$ cat src/rtl/div_share_ctrl.sv
// div_share_ctrl: arbitrates one iterative signed divider among N requesters.
// A request is granted round-robin and the divider is held enabled until it
// reports done. The quotient is then returned tagged with the requester id.
// A zero divisor is answered locally with a saturated quotient. A divider that
// hangs is aborted after TIMEOUT busy cycles.
// Ports:
//   i_clk, i_rst                  clock, synchronous active-high reset
//   i_req_valid/i_req_a/i_req_b   packed per-requester operands (k at [k*DATA_W +: DATA_W])
//   o_req_ready                   one-hot accept pulse (combinational, IDLE only)
//   o_rsp_valid/id/data/err       response, held until i_rsp_ready
//   o_div_en/o_div_a/o_div_b      divider drive, enable high for all of BUSY
//   i_div_fin/i_div_result        divider completion and quotient
//   o_busy                        controller not idle
module div_share_ctrl #(
  parameter int unsigned N       = 4,
  parameter int unsigned DATA_W  = 16,
  parameter int unsigned ID_W    = 2,
  parameter int unsigned TIMEOUT = 64
) (
  input  logic                  i_clk,
  input  logic                  i_rst,
  input  logic [N-1:0]          i_req_valid,
  input  logic [N*DATA_W-1:0]   i_req_a,
  input  logic [N*DATA_W-1:0]   i_req_b,
  output logic [N-1:0]          o_req_ready,
  output logic                  o_rsp_valid,
  output logic [ID_W-1:0]       o_rsp_id,
  output logic [DATA_W-1:0]     o_rsp_data,
  output logic                  o_rsp_err,
  input  logic                  i_rsp_ready,
  output logic                  o_div_en,
  output logic [DATA_W-1:0]     o_div_a,
  output logic [DATA_W-1:0]     o_div_b,
  input  logic                  i_div_fin,
  input  logic [DATA_W-1:0]     i_div_result,
  output logic                  o_busy
);

  localparam int unsigned CNT_W = $clog2(TIMEOUT + 1);
  localparam logic [CNT_W-1:0]  CNT_LAST = CNT_W'(TIMEOUT - 1);
  localparam logic [DATA_W-1:0] POS_SAT  = {1'b0, {(DATA_W-1){1'b1}}};
  localparam logic [DATA_W-1:0] NEG_SAT  = {1'b1, {(DATA_W-1){1'b0}}};
  localparam logic [ID_W-1:0]   ID_LAST  = ID_W'(N - 1);

  typedef enum logic [1:0] {
    S_IDLE = 2'd0,
    S_BUSY = 2'd1,
    S_RESP = 2'd2
  } state_t;

  state_t              state_q, state_d;
  logic [ID_W-1:0]     rr_ptr_q, rr_ptr_d;
  logic [DATA_W-1:0]   a_q, a_d, b_q, b_d;
  logic [ID_W-1:0]     id_q, id_d;
  logic [DATA_W-1:0]   data_q, data_d;
  logic                err_q, err_d;
  logic [CNT_W-1:0]    cnt_q, cnt_d;
  logic                rsp_valid_q, div_en_q, busy_q;

  // Round-robin winner search starting at rr_ptr
  logic                win_found;
  logic [ID_W-1:0]     win_id;
  int unsigned         idx;
  logic [DATA_W-1:0]   win_a, win_b;
  logic                grant;

  always_comb begin
    win_found = 1'b0;
    win_id    = '0;
    idx       = 0;
    for (int unsigned k = 0; k < N; k++) begin
      idx = 32'(rr_ptr_q) + k;
      if (idx >= N) idx = idx - N;
      if (!win_found && i_req_valid[idx]) begin
        win_found = 1'b1;
        win_id    = ID_W'(idx);
      end
    end
  end

  assign win_a = i_req_a[32'(win_id) * DATA_W +: DATA_W];
  assign win_b = i_req_b[32'(win_id) * DATA_W +: DATA_W];

  // A grant taken during reset would be discarded, so do not advertise it
  assign grant       = (state_q == S_IDLE) && win_found && !i_rst;
  assign o_req_ready = grant ? (N'(1) << win_id) : '0;

  // Next-state and datapath latch logic
  always_comb begin
    state_d  = state_q;
    rr_ptr_d = rr_ptr_q;
    a_d      = a_q;
    b_d      = b_q;
    id_d     = id_q;
    data_d   = data_q;
    err_d    = err_q;
    cnt_d    = cnt_q;
    unique case (state_q)
      S_IDLE: begin
        if (grant) begin
          a_d  = win_a;
          b_d  = win_b;
          id_d = win_id;
          if (win_b == '0) begin
            // Zero divisor: answer with a saturated quotient, divider untouched
            data_d  = win_a[DATA_W-1] ? NEG_SAT : POS_SAT;
            err_d   = 1'b1;
            state_d = S_RESP;
          end else begin
            cnt_d   = '0;
            state_d = S_BUSY;
          end
        end
      end
      S_BUSY: begin
        cnt_d = cnt_q + CNT_W'(1);
        if (i_div_fin) begin
          data_d  = i_div_result;
          err_d   = 1'b0;
          state_d = S_RESP;
        end else if (cnt_q == CNT_LAST) begin
          data_d  = '0;
          err_d   = 1'b1;
          state_d = S_RESP;
        end
      end
      S_RESP: begin
        if (i_rsp_ready) begin
          rr_ptr_d = (id_q == ID_LAST) ? '0 : id_q + ID_W'(1);
          state_d  = S_IDLE;
        end
      end
      default: state_d = S_IDLE;
    endcase
  end

  // State and output registers; flags are decoded from the next state
  always_ff @(posedge i_clk) begin
    if (i_rst) begin
      state_q     <= S_IDLE;
      rr_ptr_q    <= '0;
      a_q         <= '0;
      b_q         <= '0;
      id_q        <= '0;
      data_q      <= '0;
      err_q       <= 1'b0;
      cnt_q       <= '0;
      rsp_valid_q <= 1'b0;
      div_en_q    <= 1'b0;
      busy_q      <= 1'b0;
    end else begin
      state_q     <= state_d;
      rr_ptr_q    <= rr_ptr_d;
      a_q         <= a_d;
      b_q         <= b_d;
      id_q        <= id_d;
      data_q      <= data_d;
      err_q       <= err_d;
      cnt_q       <= cnt_d;
      rsp_valid_q <= (state_d == S_RESP);
      div_en_q    <= (state_d == S_BUSY);
      busy_q      <= (state_d != S_IDLE);
    end
  end

  assign o_rsp_valid = rsp_valid_q;
  assign o_rsp_id    = id_q;
  assign o_rsp_data  = data_q;
  assign o_rsp_err   = err_q;
  assign o_div_en    = div_en_q;
  assign o_div_a     = a_q;
  assign o_div_b     = b_q;
  assign o_busy      = busy_q;

endmodule

$ cat config.mk
export PLATFORM = sky130hd
export DESIGN_NAME = div_share_ctrl
export DESIGN_NICKNAME = d
export VERILOG_FILES = /design/src/rtl/div_share_ctrl.sv
export SDC_FILE = /design/constraint.sdc
export NUM_CORES = 1
export LEC_CHECK = 0
export ABC_AREA = 1
export CAP_MARGIN = 20
export CORE_ASPECT_RATIO = 0.6
export CORE_MARGIN = 2
export CORE_UTILIZATION = 44
export DETAILED_ROUTE_END_ITERATION = 10
export PLACE_DENSITY = 0.87
export REMOVE_ABC_BUFFERS = 1
export SLEW_MARGIN = 0
export SYNTH_ARGS = -nofsm -noshare
export SYNTH_HDL_FRONTEND = slang
export SYNTH_SLANG_ARGS = --single-unit
export TNS_END_PERCENT = 100
$ cat constraint.sdc
create_clock -name i_clk -period 3.9 [get_ports i_clk]
set_input_delay 0.78 -clock i_clk [delete_from_list [all_inputs] [get_ports i_clk]]
set_output_delay 0.78 -clock i_clk [all_outputs]
set_load 0.02 [all_outputs]
# Word-level counts from Yosys, hierarchy flattened
# Index checks and enable logic that the tools add are counted.
[classes] n_mul=0 n_shift=3 n_eq_ne=10 bitwise_logic=0 mux=42 reduce_logical=17 n_div=0 order_cmp=8 addsub=9
[op_table] cell="$lt A32 B3 Y1 const B" n=4
[op_table] cell="$mux W32" n=4
[op_table] cell="$shiftx A64 B7 Y16" n=2
[op_table] cell="$mux W16" n=5
[op_table] cell="$pmux W16 S2" n=1
[op_table] cell="$mux W2" n=10
[op_table] cell="$logic_not A16 Y1" n=1
[op_table] cell="$mux W7" n=2
[op_table] cell="$pmux W7 S2" n=1
[op_table] cell="$mux W1" n=12
[op_table] cell="$sub A3 B3 Y4 const B" n=3
[op_table] cell="$ge A3 B3 Y1 const B" n=3
[op_table] cell="$bmux W1 S2" n=4
[op_table] cell="$add A7 B1 Y7 const B" n=1
[op_table] cell="$eq A7 B6 Y1 const B" n=1
[op_table] cell="$add A2 B2 Y3 const B" n=2
[op_table] cell="$eq A2 B2 Y1 const B" n=3
[op_table] cell="$pmux W2 S3" n=1
[op_table] cell="$logic_and A1 B1 Y1" n=5
[op_table] cell="$eq A2 B1 Y1 const B" n=2
[op_table] cell="$logic_not A1 Y1" n=4
[op_table] cell="$mux W4" n=1
[op_table] cell="$ne A2 B2 Y1 const B" n=2
[op_table] cell="$reduce_and A2 Y1" n=2
[op_table] cell="12 further kinds" n=13
[totals] ramBits=0 memories=0 in_bits=152 regBits=65 rom_bits=0 latchBits=0

# Depth between registers and ports, before layout
[logic_depth] depth_word=20 ltp_mapped=25 ltp_nobuf=22

# Least setup slack after synthesis
# No wires, ideal clock.
[synth_timing] path_type="input to output" start="input port i_req_valid[1]" end="output port o_req_ready[3]" cell_stages=13 path_slack_ns=0.590 arrival_ns=2.530 path_buffers=3 cell_sequence="inv_1 > nand2_1 > nand3_1 > nand2_1 > inv_1 > nand3_4 > buf_2 > nand2_1 > nor2_1 > buf_2 > clkbuf_1 > nand2_1 > nor2_1"
[synth_via] elab_chain_len=15
[synth_rtl] item="start, declared" line_no="22" rtl="input logic [N-1:0] i_req_valid,"
[synth_rtl] item="$bmux W1 S2" line_no="74" rtl="if (!win_found && i_req_valid[idx]) begin"
[synth_rtl] item="$mux W1 (implied by the code)" line_no="74"
[synth_rtl] item="$mux W1" line_no="74"
[synth_rtl] item="$logic_not A1 Y1" line_no="74"
[synth_rtl] item="$logic_and A1 B1 Y1" line_no="74"
[synth_rtl] item="$mux W1" line_no="74"
[synth_rtl] item="$logic_not A1 Y1" line_no="74"
[synth_rtl] item="$logic_and A1 B1 Y1" line_no="74"
[synth_rtl] item="$mux W1" line_no="74"
[synth_rtl] item="$logic_not A1 Y1" line_no="74"
[synth_rtl] item="$logic_and A1 B1 Y1" line_no="74"
[synth_rtl] item="$mux W1" line_no="74"
[synth_rtl] item="$logic_and A1 B1 Y1 (2 in series)" line_no="85" rtl="assign grant = (state_q == S_IDLE) && win_found && !i_rst;"
[synth_rtl] item="$mux W4 *" line_no="86" rtl="assign o_req_ready = grant ? (N'(1) << win_id) : '0;"
[synth_rtl] item="end, declared" line_no="25" rtl="output logic [N-1:0] o_req_ready,"
# Every way passes the cells marked *; elsewhere a longest branch is shown, timed or not. The select of a mux whose other input is x is not followed.

# Final worst setup path
[layout_timing] start="input port i_req_valid[2]" end="output port o_req_ready[0]"
# Same word-level chain as after synthesis.

==> reports/results.ini <==
[sta]
worst_pin_slew_ns = 0.8922
slew_violations = 0
min_period_ns = 3.771
finalCritPeriodShare_pct = 96.68
max_slew_margin_pct = 40.30
fmax_ghz = 0.2652
rsz0062_at_grt = no
hold_viol = 0
setup_violations = 0
skew_ns = 0.005269
hold_ws_ns = 0.4681

[route]
vias = 5263
routed_wl_um = 14250
first_pass_iters = 5
antenna_left = 0
drc_errors = 0
vias_per_cell = 5.165
wire_per_inst_um = 13.99
drt_iter0_markers = 310

[cells_and_area]
syn2layout_area_growth_pct = 60.07
diodes = 0
fin_nets = 1038
drive_gt1_share_pct = 6.749
design_area_um2 = 6645

[clock_tree]
clk_pin_slew_ns = 0.06
cts_max_path_buffers = 2
cts_setup_buffers = 0
cts_tree = yes
numCtsBuffers = 9
clk_latency_ns = 0.34
clock-sinks = 65
root_buffer = clkbuf_16
htree_levels = 3
cts_hold_buf = 0

[setup_path]
reg2reg_slack_ns = 0.79
path_cells = clkdlybuf4s50_1, inv_1, nand2_1, nand3_1, nand2_2, nor2_4, nand3_4, nand2_1, nor2_4, inv_1, nor2_1, clkdlybuf4s50_1
critical-path-max-stage-delay_ns = 0.63
required_ns = 3.12
start_kind = input pin
worstRegToRegCells = 19
critPathSlowestCell = clkdlybuf4s50_1
regToRegEndpoint = o_rsp_data[9]
worst_setup_path_end_kind = primary output
crit_arrival_ns = 2.99
crit_type = input pin to primary output
reg2reg_from = rr_ptr_q[0]
crit_fanout = 6

[die]
start_util_pct = 45.35
die_w_um = 129.4
core-area_um2 = 9155
die_y_um = 79.24
num_rows = 27
dieArea_um2 = 10250
ioPinCount = 210

[pwr]
p_per_area_nw_per_um2 = 398.9
peakVddDrop_mv = 0.2673
p_leak_nw = 3.023
total_power_mw = 2.651

[hold_path]
hold_end = o_div_a[14]
min_from = o_div_a[14]
hold_class = register to register
min_path_cells = 2

[synth]
synth_fa_ha_area_share_pct = 0.6028
synth_mux_area_share_pct = 0
synth_seq_area_share_pct = 31.34
synth-xor-area-share_pct = 0
synth_warnings = 0
yosys.area_share.simple_pct = 47.11
synth_cell_type_count = 28
yosys-top-cells-area = dfxtp_1 31%, nand2_1 27%, nand4_1 8.0%
yosysTopAreaCell = dfxtp_1
syn-cell-area_um2 = 4151
synth_top_family_by_area = simple AND/OR/NAND/NOR gates
synthCells = 688
synth-compound-area-share_pct = 11.18
synth_top_area_share_pct = 31.34
avgSynthCellArea_um2 = 6.034
ys_ff_latch = 65

[placement]
gp_congestion = 0.8452
detailed_place_hpwl_um = 10770
port_buffers = 209
dpl_cell_area_um2 = 6327

[run_status]
status = completed

[global_route]
grt_max_degree = 57
grt_pass1_vias = 4829
grt_pass1_wl_um = 22490
grt_overflow = 0
track_usage_pct = 27.56
antenna_found_initial = 0

[flow_run]
cap_violations = 0

## power breakdown
group / switching [mW] / internal [mW]
combinational: 0.556 / 0.445
clock: 0.297 / 0.558
sequential: 0.0474 / 0.746
total: 0.901 / 1.75
## registers in the layout, indices dropped and copies added, names as in the netlist
name         count
o_div_a         16
o_div_b         16
o_rsp_data      16
cnt_q            7
o_rsp_id         2
rr_ptr_q         2
state_q          2
o_busy           1
o_div_en         1
o_rsp_err        1
o_rsp_valid      1
## per-layer routing
metal  up-vias  share of wire, %  global-route usage [%]
li1       2639                 -                       -
met1      2386                43                   34.56
met2       203                48                   46.95
met3        35               6.9                   6.873
met4         0               2.0                   8.043
met5         -                 0                       0
## synth_stat cells (all sizes together)
cell type,count
nand3b,1
inv,49
dfxtp,65
a31oi,19
nor3,3
nand4,53
buf,20
a22oi,5
o21ai,30
clkbuf,21
a21oi,30
nor2,44
nand3,38
ha,2
nand2,308
## metrics by stage
stage,worst slack (ns),setup TNS (ns),utilization [%],std cells
floorplan,-1.043,-10.71,-,647
global placement,0.2039,0,69.11,1003
detailed placement,0.04864,0,69.11,1003
CTS,0.03766,0,72.53,1019
global route,0.02316,0,72.58,1019
finish,0.1295,0,72.58,1019
## worst max-delay path: cells and delay by family
family                 cells  cell delay, ns
buffers and inverters      4            1.31
and+or+nand+nor            8            0.88
## how the worst max path moves through the flow
stage               slack [ns]        endpoint           start  cells after the start
global placement          0.20  o_req_ready[2]  i_req_valid[1]                     12
finish                    0.13  o_req_ready[0]  i_req_valid[2]                     12
floorplan                -1.04  o_req_ready[2]  i_req_valid[1]                     10
CTS                       0.04  o_req_ready[2]  i_req_valid[2]                     12
detailed placement        0.05  o_req_ready[2]  i_req_valid[2]                     12
global route              0.02  o_req_ready[0]  i_req_valid[3]                     11
## what timing repair did
action | CTS | global route
endpoints found under the setup margin | 0 | 2
endpoints found under the hold margin | 0 | 0
gates resized for setup | 0 | 2
## cells in the final DEF, fill, tap and decap left out, types with 3 or more instances in the layout
master	instances
nand2_1	299
clkdlybuf4s50_1	207
dfxtp_1	65
nand4_1	53
inv_1	42
nor2_1	37
nand3_1	33
a21oi_1	29
o21ai_0	27
a31oi_1	19
buf_4	17
clkbuf_16	9
nand2_2	7
inv_2	5
nor2_2	5
a22oi_1	5
nand3_2	3
nor3_1	3
## cells by family (layout without fill, tap and decap cells)
group	count (synthesis)	in the layout
buffers and inverters	90	291
adders and majority gates	2	2
and+or+nand+nor	447	447
DFF	65	65
AOI/OAI and AO/OA	84	84
## area by class of cell
class                   count  area [um^2]
inverters                  49        188.9
flip-flops and latches     65         1301
multi-input cells         533         2455
clock buffers              11        232.7
clock inverters             5        80.08
fillers                   730         2510
well taps                 130        162.7
repair buffers            226         2225
No activity file was read; power rests on OpenSTA's default activity.
